`config.mk`:
```
export PLATFORM = sky130hd
export DESIGN_NAME = moore_seq_detect_param
export DESIGN_NICKNAME = d
export VERILOG_FILES = /design/src/rtl/moore_seq_detect_param.sv
export SDC_FILE = /design/constraint.sdc
export NUM_CORES = 1
export LEC_CHECK = 0
export ABC_AREA = 1
export CAP_MARGIN = 20
export CORE_UTILIZATION = 40
export DETAILED_ROUTE_END_ITERATION = 10
export PLACE_DENSITY = 0.69
export SLEW_MARGIN = 5
export SYNTH_ARGS = -nofsm -noshare
export SYNTH_HDL_FRONTEND = slang
export SYNTH_SLANG_ARGS = --single-unit
export TNS_END_PERCENT = 100
```
`constraint.sdc`:
```
create_clock -name clk -period 4.5 [get_ports clk]
set_input_delay 0.45 -clock clk [delete_from_list [all_inputs] [get_ports clk]]
set_output_delay 0.45 -clock clk [all_outputs]
set_load 0.02 [all_outputs]
```
`src/rtl/moore_seq_detect_param.sv`:
```
// moore_seq_detect_param: runtime-programmable Moore serial pattern detector with a saturating match counter.
// Ports:
//   clk         rising-edge clock
//   reset       asynchronous active-low reset
//   in_valid    qualifies in_bit for sampling
//   in_bit      serial data bit
//   overlap_en  1 = overlapping detection, 0 = non-overlapping
//   pat_load    load pat_in as the new pattern; clears history, fill and counter
//   pat_in      new pattern, MSB is the first bit received
//   out         registered one-cycle match pulse
//   match_count saturating count of matches
//   count_sat   high while match_count is all-ones
module moore_seq_detect_param #(
    parameter int               PAT_W       = 4,
    parameter logic [PAT_W-1:0] DEFAULT_PAT = 4'b1010,
    parameter int               CNT_W       = 8
) (
    input  logic             clk,
    input  logic             reset,
    input  logic             in_valid,
    input  logic             in_bit,
    input  logic             overlap_en,
    input  logic             pat_load,
    input  logic [PAT_W-1:0] pat_in,
    output logic             out,
    output logic [CNT_W-1:0] match_count,
    output logic             count_sat
);
    localparam int             FW   = $clog2(PAT_W + 1);
    localparam logic [FW-1:0]  FULL = FW'(PAT_W);
    logic [PAT_W-1:0] pat, hist, nh;
    logic [FW-1:0]    fill, nf;
    logic             match;
    // fill gates the compare so that reset-time zeros in hist never count as received bits
    always_comb begin
        nh    = {hist[PAT_W-2:0], in_bit};
        nf    = (fill == FULL) ? FULL : fill + 1'b1;
        match = (nf == FULL) && (nh == pat);
    end
    assign count_sat = &match_count;
    always_ff @(posedge clk or negedge reset) begin
        if (!reset) begin
            pat         <= DEFAULT_PAT;
            hist        <= '0;
            fill        <= '0;
            out         <= 1'b0;
            match_count <= '0;
        end else if (pat_load) begin
            pat         <= pat_in;
            hist        <= '0;
            fill        <= '0;
            out         <= 1'b0;
            match_count <= '0;
        end else if (in_valid) begin
            hist <= nh;
            out  <= match;
            // non-overlapping mode restarts the fill so the next match needs a full fresh pattern
            fill <= (match && !overlap_en) ? '0 : nf;
            if (match && !count_sat)
                match_count <= match_count + 1'b1;
        end else begin
            out <= 1'b0;
        end
    end
endmodule

```
==> flow_summary.yaml <==
cts:
  cts_resized: 0
  cts-root-buf: "clkbuf_4"
  max-clock-path-buffers: 2
  cts_hold_buf: 0
  cts_tree: "built"
  numCtsBuffers: 3
  clkLatencyLatePin_ns: 0.29
  clk_pin_slew_ns: 0.11
  cts-htree-levels: 1
  post-cts-setup-buffers: 0
  cts_sinks: 19
power:
  pwr-share-seq_pct: 58.2
  power_frac_comb_pct: 14.9
  p_sw_w: 0.0000822
  clockPowerShare_pct: 26.9
  p_int_w: 0.000229
  ir_drop_v: 0.000114
  power_leakage_nw: 0.716
  switching_share_pct: 26.4
  power_per_cell_area_nw_per_um2: 221
detailed_routing:
  ant_nets: 0
  drtIter0Drc: 18
  vias_per_cell: 4.94
  wire_per_inst_um: 10.9
  drc: 0
  vias: 959
  drt_wl_total_um: 2120
  first_pass_iters: 4
worst_setup_path:
  critPathCaptureType: "output port"
  crit_chain: "ha_1 -> nand3_2 -> nor2_4 -> nand3_4 -> inv_1 -> clkdlybuf4s50_1"
  crit_required_ns: 4.05
  worst-path-buf-inv: 2
  crit_type: "reg -> out"
  cp.arrival_ns: 1.99
  max_stage_delay_ns: 0.60
  worst-path-max-fanout: 9
  r2r_start: "fill[0]"
  cp-startpoint: "match_count[0]"
  crit_family: "buffers and inverters"
  cp-start-kind: "flip-flop"
  critPathSlowestCell: "clkdlybuf4s50_1"
synth:
  syn_nets: 155
  synthTopCellsByArea: "dfrtp_1 (37%), nand2_1 (12%), inv_1 (8.7%)"
  netlist_instances: 142
  yosys_warnings: 0
  ys_ff_latch: 19
  syn_area_um2: 1160
  ys_seq_area_share_pct: 41.1
  synth.distinct_cells: 21
  synth_top_area_cell: "dfrtp_1"
  synth_top_area_share_pct: 36.6
  syn_avg_cell_area_um2: 8.19
timing:
  relSlewSlack_pct: 44.4
  setup_tns_ns: 0
  fmax_mhz: 411
  rsz0062_at_grt: "no"
  skew_ns: 0.0106
  setup_viol: 0
  worst_pin_slew_ns: 0.832
  hold_viol: 0
  slew_viol_final: 0
  period_share_pct: 54.1
  period_minus_slack_ns: 2.44
placement:
  hpwlAfterDp_um: 1610
  place_congestion: 0.745
  placedCellCount: 190
  io_buffers: 19
layout:
  finalNonFillerCells: 194
  final_common_cell: "nand2_1"
  drive_above_1_share_pct: 14.1
  antennaDiodeCount: 0
  nets: 177
  layout.area.seq_um2: 478
  final_cell_mix: "nand2_1 (36), inv_1 (27), clkdlybuf4s50_1 (19)"
  multi_input_area_um2: 574
  areaGrowthSynthToFinish_pct: 21.2
  fill_cells: 268
floorplanning:
  start_util_pct: 42.2
  die-area_um2: 3130
  die_y_um: 55.9
  fp.coreArea_um2: 2760
  io_pins: 20
  fp.dieW_um: 55.9
  num_rows: 19
global_route:
  grt_overflow: 0
  grt_pass1_wl_um: 3840
  grt_pass1_vias: 933
  grt_max_degree: 20
  grt_antenna_before_repair: 0
  track_usage_pct: 15.3
job:
  cap_violations: 0
min_path:
  hp-class: "reg -> reg"
  holdCritStartpoint: "pat[1]"
run_status:
  status: "finished clean"
[Yosys cell counts]
cell and number:
buf_2 2, dfrtp_1 17, dfstp_2 2, ha_1 3
inv_1 27, nand2_1 36, nand2_2 4, nand2_4 2
nand3_1 12, nand3_2 2, nand3_4 2, nand4_1 7
nor2_1 3, nor2_4 5, nor3_1 1, nor3_4 1
o21ai_0 6, o21ai_2 1, o21bai_1 1, o22ai_1 4
xor2_1 4
[power by group through the flow]
stage	Sequential [W]	Clock, W	Combinational (W)
floorplan	0.000184	0	0.0000311
global placement	0.000184	0	0.0000461
detailed placement	0.000184	0	0.0000473
CTS	0.000181	0.0000881	0.0000475
global route	0.000182	0.0000985	0.0000533
finish	0.000181	0.0000837	0.0000465
[path summary, 6_finish.rpt]
kind / endpoint / slack (ns) / cells after the start
max reg2reg: match_count[0] / 2.85 / 7
min in group asynchronous: pat[2] / 0.62 / 1
max in group asynchronous: match_count[1] / 3.36 / 1
min reg2reg: pat[1] / 0.50 / 2
min: pat[1] / 0.50 / 2
max: count_sat / 2.06 / 6
[kinds of logic (layout without fill, tap and decap cells)]
group	after synthesis	in the layout	share of synthesized area (%)
AOI/OAI and AO/OA	12	12	6.13
xor gates and xnor gates	4	4	3.01
adders and majority gates	3	3	3.23
buffers and inverters	29	50	9.57
DFF	19	19	41.1
and+or+nand+nor	75	75	37.0
[cell type report]
class                   count  share of cell area [%]
clock inverters             1                   0.355
flip-flops and latches     19                    33.9
inverters                  27                    7.19
clock buffers               3                    1.60
well taps                  31                    2.75
multi-input cells          94                    40.7
repair buffers             19                    13.5
[registers in the layout, indices dropped and copies added, names as in the netlist]
signal       count
pat              4
fill             3
match_count      8
hist             3
out              1
[worst register-to-register path, cell delays in order (launching register included)]
cell and delay [ns]:
dfrtp_1 0.39, inv_1 0.12, ha_1 0.27, o21ai_2 0.18, nand2_4 0.09, nor3_4 0.29
nand4_1 0.15, nand2_1 0.09
[per-stage QoR]
stage	utilization, %	area [µm²]	total power, W	hold WS, ns	setup WS [ns]
2_1_floorplan	-	1160	0.000215	0.154	2.80
3_3_place_gp	50.1	1380	0.000230	0.482	2.41
3_5_place_dp	50.1	1380	0.000232	0.487	2.39
4_1_cts	51.1	1410	0.000317	0.505	2.05
5_1_grt	51.1	1410	0.000334	0.563	1.98
6_report	51.1	1410	0.000311	0.498	2.06
[metal layers]
| layer | share of wire (%) | GRT usage [%] | vias up |
|---|---|---|---|
| li1 | - | - | 495 |
| met4 | 1.4 | 5.23 | 0 |
| met1 | 47 | 21.6 | 439 |
| met5 | 0 | 0 | - |
| met2 | 48 | 23.9 | 20 |
| met3 | 4.3 | 2.56 | 5 |
Power figures use the tool's default switching activity.
